### src/rtl/memio_bus_ctrl.sv
// memio_bus_ctrl: memory-mapped I/O decoder for the single-cycle MIPS core.
// Routes CPU accesses to data memory, screen memory or the local I/O
// register file (keyboard FIFO, overflow flag, accelerometer, sound period,
// LEDs, millisecond timer). Read data is returned combinationally.
// Optional millisecond timer is built only when MEMIO_TIMER_EN is defined.
module memio_bus_ctrl #(
  parameter int unsigned KEYB_DEPTH = 8,
  parameter int unsigned LED_W      = 16,
  parameter int unsigned CLK_HZ     = 100000000,
  parameter int unsigned AW         = 30
) (
  input  logic             clk,
  input  logic             reset,
  input  logic             cpu_wr,
  input  logic             cpu_rd,
  input  logic [31:0]      cpu_addr,
  input  logic [31:0]      cpu_writedata,
  output logic [31:0]      cpu_readdata,
  output logic             dmem_wr,
  output logic             smem_wr,
  output logic [AW-1:0]    mem_addr,
  input  logic [31:0]      dmem_readdata,
  input  logic [3:0]       smem_readdata,
  input  logic             keyb_valid,
  input  logic [7:0]       keyb_char,
  input  logic [31:0]      accel_val,
  output logic [31:0]      period,
  output logic [LED_W-1:0] lights
);

  localparam int unsigned PW = (KEYB_DEPTH > 1) ? $clog2(KEYB_DEPTH) : 1;
  localparam int unsigned CW = PW + 1;
  localparam logic [CW-1:0] FULL_CNT = CW'(KEYB_DEPTH);

  typedef enum logic [1:0] {
    RGN_NONE = 2'b00,
    RGN_DMEM = 2'b01,
    RGN_SMEM = 2'b10,
    RGN_IO   = 2'b11
  } region_e;

  typedef enum logic [2:0] {
    SEL_KDATA  = 3'd0,
    SEL_KSTAT  = 3'd1,
    SEL_ACCEL  = 3'd2,
    SEL_PERIOD = 3'd3,
    SEL_LIGHTS = 3'd4,
    SEL_TIMER  = 3'd5,
    SEL_RSV6   = 3'd6,
    SEL_RSV7   = 3'd7
  } io_sel_e;

  region_e w_region;
  io_sel_e w_sel;
  logic    w_io_wr;
  logic    w_empty;
  logic    w_full;
  logic    w_pop;
  logic    w_push;
  logic    w_drop;
  logic    w_unused_ok;
  logic [31:0] w_timer;

  logic [7:0]       r_fifo [KEYB_DEPTH];
  logic [PW-1:0]    r_rptr;
  logic [PW-1:0]    r_wptr;
  logic [CW-1:0]    r_count;
  logic             r_ovf;
  logic [31:0]      r_period;
  logic [LED_W-1:0] r_lights;

  assign w_region    = region_e'(cpu_addr[17:16]);
  assign w_sel       = io_sel_e'(cpu_addr[4:2]);
  assign w_io_wr     = cpu_wr && (w_region == RGN_IO);
  assign dmem_wr     = cpu_wr && (w_region == RGN_DMEM);
  assign smem_wr     = cpu_wr && (w_region == RGN_SMEM);
  assign mem_addr    = cpu_addr[AW+1:2];
  assign period      = r_period;
  assign lights      = r_lights;
  assign w_unused_ok = ^cpu_addr[1:0];

  assign w_empty = (r_count == '0);
  assign w_full  = (r_count == FULL_CNT);
  assign w_pop   = cpu_rd && (w_region == RGN_IO) && (w_sel == SEL_KDATA) && !w_empty;
  // A same-cycle pop frees the slot, so a push into a full FIFO still lands.
  assign w_push  = keyb_valid && (!w_full || w_pop);
  assign w_drop  = keyb_valid && w_full && !w_pop;

  // FIFO pointers, occupancy and sticky overflow flag
  always_ff @(posedge clk) begin
    if (reset) begin
      r_rptr  <= '0;
      r_wptr  <= '0;
      r_count <= '0;
      r_ovf   <= 1'b0;
    end else begin
      if (w_push) r_wptr <= r_wptr + PW'(1);
      if (w_pop)  r_rptr <= r_rptr + PW'(1);
      case ({w_push, w_pop})
        2'b10:   r_count <= r_count + CW'(1);
        2'b01:   r_count <= r_count - CW'(1);
        default: r_count <= r_count;
      endcase
      // A character lost in the same cycle as a KSTAT write keeps the flag set.
      if (w_drop)
        r_ovf <= 1'b1;
      else if (w_io_wr && (w_sel == SEL_KSTAT))
        r_ovf <= 1'b0;
    end
  end

  // FIFO storage; contents need no reset since occupancy gates every read
  always_ff @(posedge clk) begin
    if (w_push) r_fifo[r_wptr] <= keyb_char;
  end

  // Writable I/O registers
  always_ff @(posedge clk) begin
    if (reset) begin
      r_period <= '0;
      r_lights <= '0;
    end else if (w_io_wr) begin
      if (w_sel == SEL_PERIOD) r_period <= cpu_writedata;
      if (w_sel == SEL_LIGHTS) r_lights <= cpu_writedata[LED_W-1:0];
    end
  end

`ifdef MEMIO_TIMER_EN
  localparam int unsigned PRESC_MAX = (CLK_HZ / 1000 > 0) ? (CLK_HZ / 1000 - 1) : 0;

  logic [31:0] r_presc;
  logic [31:0] r_timer;

  // Millisecond timer; a CPU write overrides a same-cycle tick
  always_ff @(posedge clk) begin
    if (reset) begin
      r_presc <= '0;
      r_timer <= '0;
    end else if (w_io_wr && (w_sel == SEL_TIMER)) begin
      r_presc <= '0;
      r_timer <= cpu_writedata;
    end else if (r_presc == PRESC_MAX) begin
      r_presc <= '0;
      r_timer <= r_timer + 32'd1;
    end else begin
      r_presc <= r_presc + 32'd1;
    end
  end

  assign w_timer = r_timer;
`else
  logic w_unused_clk_hz;
  assign w_unused_clk_hz = (CLK_HZ != 0);
  assign w_timer         = '0;
`endif

  // Combinational read-data mux
  always_comb begin
    cpu_readdata = '0;
    case (w_region)
      RGN_DMEM: cpu_readdata = dmem_readdata;
      RGN_SMEM: cpu_readdata = {28'b0, smem_readdata};
      RGN_IO: begin
        case (w_sel)
          SEL_KDATA:  cpu_readdata = w_empty ? '0 : {24'b0, r_fifo[r_rptr]};
          SEL_KSTAT:  cpu_readdata = {23'b0, r_ovf, 8'(r_count)};
          SEL_ACCEL:  cpu_readdata = accel_val;
          SEL_PERIOD: cpu_readdata = r_period;
          SEL_LIGHTS: cpu_readdata = 32'(r_lights);
          SEL_TIMER:  cpu_readdata = w_timer;
          default:    cpu_readdata = '0;
        endcase
      end
      default: cpu_readdata = '0;
    endcase
  end

endmodule

### config.mk
export PLATFORM = sky130hd
export DESIGN_NAME = memio_bus_ctrl
export DESIGN_NICKNAME = d
export VERILOG_FILES = /design/src/rtl/memio_bus_ctrl.sv
export SDC_FILE = /design/constraint.sdc
export NUM_CORES = 1
export LEC_CHECK = 0
export ABC_AREA = 1
export ABC_CLOCK_PERIOD_IN_PS = 2800
export BUFFER_PORTS_ARGS = -buffer_cell sky130_fd_sc_hd__buf_2
export CAP_MARGIN = 20
export CELL_PAD_IN_SITES_DETAIL_PLACEMENT = 1
export CELL_PAD_IN_SITES_GLOBAL_PLACEMENT = 1
export CORE_UTILIZATION = 37
export DETAILED_ROUTE_END_ITERATION = 8
export HOLD_SLACK_MARGIN = 0.06
export PLACE_DENSITY = 0.84
export SLEW_MARGIN = 25
export SYNTH_ARGS = -nofsm -noshare
export SYNTH_HDL_FRONTEND = slang
export SYNTH_SLANG_ARGS = --single-unit
export TNS_END_PERCENT = 5
### constraint.sdc
create_clock -name clk -period 2.8 [get_ports clk]
set_input_delay 0.14 -clock clk [delete_from_list [all_inputs] [get_ports clk]]
set_output_delay 0.14 -clock clk [all_outputs]
set_load 0.01 [all_outputs]
# --- Yosys cells after proc, flatten, opt, wreduce, memory -nomap -nowiden ---
# Memories as Yosys holds them, arrays and structs flattened. A register that Yosys moved wholly into a read port is not among the register bits.
# Index checks and enable logic that the tools add are counted.
# Widths: inputs -> output; s select.
word_totals:
  ramBits: 64
  in_bits: 145
  ff_bits: 59
  mem_count: 1
classes:
  n_eq_ne: 10
  n_addsub: 4
  n_reduce_logical: 20
  muxes: 10
mem_list:
  columns: ["name", "depth", "word_bits", "rd", "rd_ports_with_merged_regs", "write_ports", "line", "rtl"]
  rows:
  - ["r_fifo", 8, 8, 1, 1, 1, "64", "logic [7:0] r_fifo [KEYB_DEPTH];"]
op_table:
  columns: ["cell", "n"]
  rows:
  - ["$pmux 32 s5", 1]
  - ["$pmux 32 s3", 1]
  - ["$logic_and 1x1->1", 10]
  - ["$mux 8", 1]
  - ["$pmux 4 s2", 1]
  - ["$add 3x1->3 const B", 2]
  - ["$eq 2x2->1 const B", 3]
  - ["$eq 3x2->1 const B", 2]
  - ["$mux 3", 2]
  - ["$add 4x1->4 const B", 1]
  - ["$eq 2x1->1 const B", 2]
  - ["$eq 4x4->1 const B", 1]
  - ["$logic_not 4->1", 1]
  - ["$mux 1", 4]
  - ["$reduce_and 2->1", 2]
  - ["$reduce_bool 2->1", 2]
  - ["$sub 4x1->4 const B", 1]
  - ["$eq 3x1->1 const B", 1]
  - ["$eq 3x3->1 const B", 1]
  - ["$logic_not 1->1", 3]
  - ["$logic_not 3->1", 1]
  - ["$logic_or 1x1->1", 1]

# --- Logic depth before layout (Yosys ltp) ---
logic_depth:
  ltp_word: 8
  mapped_depth: 15
  ltp_nobuf: 15

# --- Least setup slack after synthesis ---
# No wires, ideal clock.
synth_path:
  kind: "register to register"
  from: "register r_count[0]"
  to: "memory r_fifo[4][0], enable pin"
  synth_period_minus_slack_ps: 1750
  stages_incl_launch_ff: 8
  path_buffers: 0
  arrival_time_ps: 1380
  path_slack_ps: 1050
  t_required_ps: 2430
  cell_sequence: "dfxtp_1 > nor2_2 > nand2_1 > nor2_1 > inv_1 > o21ai_4 > or2_4 > nor2_1"
synth_between:
  elab_chain_len: 7
  word_cells_on_any_way: 9
synth_lines:
  columns: ["item", "line", "rtl"]
  rows:
  - ["start, declared", "67", "logic [CW-1:0] r_count;"]
  - ["start signal, assigned", "100", "2'b10: r_count <= r_count + CW'(1);"]
  - ["start signal, assigned", "101", "2'b01: r_count <= r_count - CW'(1);"]
  - ["start signal, assigned", "102", "default: r_count <= r_count;"]
  - ["$logic_not 4->1", "82", "assign w_empty = (r_count == '0);"]
  - ["$logic_not 1->1", "84", "assign w_pop = cpu_rd && (w_region == RGN_IO) && (w_sel == SEL_KDATA) && !w_empty;"]
  - ["$logic_and 1x1->1", "84", null]
  - ["$logic_or 1x1->1 *", "86", "assign w_push = keyb_valid && (!w_full || w_pop);"]
  - ["$logic_and 1x1->1 *", "86", null]
  - ["$mux 1 *", "114", "if (w_push) r_fifo[r_wptr] <= keyb_char;"]
  - ["$mux 1 (implied by the code) *", "114", null]
  - ["end, declared", "64", null]
# Mark *: on every way between the ends. The rest lies on a longest branch, timed or not.

==> implementation parameters <==
Parameter                              Value

Outcome
  Outcome ... finished clean

Layout
  Final cell count without fillers ... 1157
  Final standard cell area without fillers ... 8160 um^2
  Share of final-layout standard cells stronger than drive strength 1 ... 29.4%
  Final #Nets ... 1075
  Share of the core filled with cells in the final layout ... 51.0%
  Synth-to-layout area growth ... 34.0%

Placement
  Placed instance area ... 7150 um^2
  Cell count after placement ... 1083
  PortBufs ... 204
  Final GP Congestion ... 0.825
  DP Worst Slack ... 790 ps
  Half-perimeter wire length after detailed placement ... 14400 um

STA
  Worst setup skew after layout ... 7.21 ps
  Highest attainable clock frequency ... 0.454 GHz
  Final total negative setup slack ... 0 ps
  RSZ-0062 raised after global routing ... no
  Final Hold Vio Count ... 0
  Least setup slack across all paths after layout ... 595 ps
  Transition at the pin with the smallest max-transition slack ... 616 ps
  Share of the clock period used by the worst path ... 78.7%
  Crit path time final ... 2200 ps
  Final hold slack ... 81.6 ps
  Number of pins exceeding their max-slew limit in the final report ... 0
  Remaining max-slew budget at the tightest pin ... 58.8%
  Count of final setup violators ... 0

Logic synthesis
  Share of flip-flops with an asynchronous set or reset after synthesis ... 0%
  Flops & latches, synth ... 126
  Mapped cell area ... 6090 um^2
  Count of distinct cell types in the synthesized netlist ... 34
  Synthesized netlist net count ... 856
  Synth warn ... 0
  Primary flip-flop cell chosen by synthesis mapping ... sky130_fd_sc_hd__edfxtp_1
  Number of enable flip-flop cells after synthesis ... 64
  Post-synthesis area per instance ... 8.60 um^2
  Share of the yosys chip area belonging to registers ... 51.9%
  Synthesized instance count ... 708

Critical path
  Maximum fanout along the worst path ... 24
  Sort of element at the end of the critical path ... primary output
  Setup Crit Path Kind ... reg2out
  CP Data Required Time ... 2660 ps
  WP data arrival ... 2060 ps
  CP startpoint kind ... register

CTS
  Clk Latency, worst-skew pair ... 420 ps
  Number of buffers on the longest clock path ... 2
  Clock Sinks ... 126
  CTS H-tree depth ... 4
  Clock Pin Slew Worst Setup and Hold Paths ... 60 ps
  CTS tree ... yes
  Post-CTS Setup Inserts ... 0
  Clock buffers created by TritonCTS ... 17
  Clock root buffer ... sky130_fd_sc_hd__clkbuf_16

Floorplan
  Initial core utilization ... 38.1%
  Overall die height ... 130 um
  I/O Pins ... 257
  Area of the die ... 17000 um^2
  Std cell rows ... 46
  Core Area ... 16000 um^2
  DIE WIDTH ... 130 um

Global routing
  Number of antenna violations at the first check in global routing ... 1
  Wire length of the first global-routing pass ... 32900 um
  Sum of overflow across all layers after global routing ... 0
  Vias in the first global route ... 6283
  Largest net degree at the start of global routing ... 35
  All-layer global routing usage ... 26.1%

Detailed routing
  Via-per-instance ratio ... 5.22
  Final routed wirelength across all metal layers ... 21900 um
  Post-DRT Antenna Nets ... 0
  Count of TritonRoute iterations in the first routing pass ... 4
  Routed len/inst ... 19.0 um
  Remaining DRCs ... 0
  Total via count in the routed design ... 6040
  DRC violation total after the first TritonRoute iteration ... 276

Power
  Worst IR drop on VDD ... 0.000423 V
  Power density over the cells ... 577 nW/um^2
  Power Total ... 4.71 mW
  Leakage dissipation ... 3.67 nW

Job
  Max-cap check violation count ... 0

Worst hold path
  Type of the worst min-delay path ... in2reg
==> report_power, final <==
group / internal, mW / leakage (nW) / switching, mW / total (mW)
combinational: 0.202 / 2.29 / 0.265 / 0.467
sequential: 1.98 / 1.08 / 0.0209 / 2.00
clock: 1.40 / 0.292 / 0.848 / 2.25
total: 3.58 / 3.67 / 1.13 / 4.71
==> cells in the final DEF, fill, tap and decap left out, types with 2 or more instances in the layout <==
master                          instances
sky130_fd_sc_hd__buf_4                 22
sky130_fd_sc_hd__nor3_1                 3
sky130_fd_sc_hd__dfxtp_1               62
sky130_fd_sc_hd__o21ai_0               88
sky130_fd_sc_hd__edfxtp_1              64
sky130_fd_sc_hd__nand2_1               97
sky130_fd_sc_hd__nand2_2                5
sky130_fd_sc_hd__nand4_1                3
sky130_fd_sc_hd__clkinv_4               5
sky130_fd_sc_hd__inv_1                 38
sky130_fd_sc_hd__dlygate4sd3_1         41
sky130_fd_sc_hd__clkbuf_16             17
sky130_fd_sc_hd__nand3_1               20
sky130_fd_sc_hd__nor2_2                 2
sky130_fd_sc_hd__o21ai_1                2
sky130_fd_sc_hd__nor2_1               162
sky130_fd_sc_hd__buf_2                204
sky130_fd_sc_hd__a21oi_1               17
sky130_fd_sc_hd__a22o_1                42
sky130_fd_sc_hd__ha_1                   3
sky130_fd_sc_hd__o211ai_1              16
sky130_fd_sc_hd__a211oi_1               2
sky130_fd_sc_hd__bufinv_16              3
sky130_fd_sc_hd__nand3_2                3
sky130_fd_sc_hd__clkinv_2               3
==> routing by layer <==
metal,wire (um),track usage [%],vias up,part of all wire (%)
met5,0,0,-,0
met4,782,13.3,0,3.6
met3,1240,6.68,61,5.6
met2,11400,46.6,224,52
met1,8500,28.5,2933,39
li1,-,-,2822,-
==> cells in the mapped netlist (2+ instances only) <==
master                     number  share of area (%)
sky130_fd_sc_hd__nor2_1       163                 10
sky130_fd_sc_hd__nand2_1       97                6.0
sky130_fd_sc_hd__o21ai_0       88                7.2
sky130_fd_sc_hd__edfxtp_1      64                 32
sky130_fd_sc_hd__dfxtp_1       62                 20
sky130_fd_sc_hd__a22o_1        42                6.0
sky130_fd_sc_hd__inv_1         38                2.3
sky130_fd_sc_hd__buf_4         33                4.1
sky130_fd_sc_hd__clkbuf_1      20                1.2
sky130_fd_sc_hd__nand3_1       20                1.6
sky130_fd_sc_hd__a21oi_1       17                1.4
sky130_fd_sc_hd__o211ai_1      16                2.0
sky130_fd_sc_hd__buf_2         13                1.1
sky130_fd_sc_hd__nand2_2        5               0.51
sky130_fd_sc_hd__ha_1           3               0.62
sky130_fd_sc_hd__nand3_2        3               0.49
sky130_fd_sc_hd__nand4_1        3               0.31
sky130_fd_sc_hd__nor3_1         3               0.25
sky130_fd_sc_hd__a211oi_1       2               0.25
sky130_fd_sc_hd__o21ai_1        2               0.16
==> worst max-delay path, stage by stage (launching register included) <==
cell and delay (ps):
sky130_fd_sc_hd__dfxtp_1 320, sky130_fd_sc_hd__inv_1 230, sky130_fd_sc_hd__buf_4 330, sky130_fd_sc_hd__nor2_1 70
sky130_fd_sc_hd__o211ai_1 180, sky130_fd_sc_hd__nand3_1 110, sky130_fd_sc_hd__nand2_1 90, sky130_fd_sc_hd__nand2_1 50
sky130_fd_sc_hd__nand2_1 110, sky130_fd_sc_hd__buf_2 150
==> kinds of logic (layout without fill, tap and decap cells) <==
logic type,count (synthesis),count (layout),share of synthesized area (%)
AND/OR/NAND/NOR,301,301,20.6
other,0,1,0
AO/OA/AOI/OAI,172,172,17.9
adder cells (fa/ha/maj),3,3,0.616
flip-flops,126,126,51.9
buffers and inverters,106,338,8.96
==> layout make-up <==
class | instances | area [um^2]
Sequential cell | 126 | 3160
Inverter | 39 | 146
Clock inverter | 14 | 169
Tap cell | 216 | 270
Clock buffer | 18 | 429
Fill cell | 1976 | 7840
Multi-Input combinational cell | 476 | 2380
Antenna cell | 1 | 2.50
Timing Repair Buffer | 267 | 1600
==> repair_timing <==
action                                 in CTS  in global routing
endpoints found under the hold margin     111                  0
resized for setup                           0                  0
hold buffers                               41                  0
==> sequential cells by signal, summed over array words and instances (netlist names), named ones only <==
register,flops
r_wptr,3
r_fifo,64
lights,16
period,32
r_ovf,1
r_count,4
r_rptr,3
==> path summary, 6_finish.rpt <==
path | slack [ps] | startpoint | end | depth (start not counted)
worst max register to register | 720 | r_count[0] | r_fifo[2][5] | 8
worst max-delay path | 600 | register | cpu_readdata[1] | 9
worst min register to register | 470 | r_rptr[2] | r_rptr[2] | 2
worst min-delay path | 80 | keyb_valid | r_ovf | 3
No activity file was read; power rests on OpenSTA's default activity.
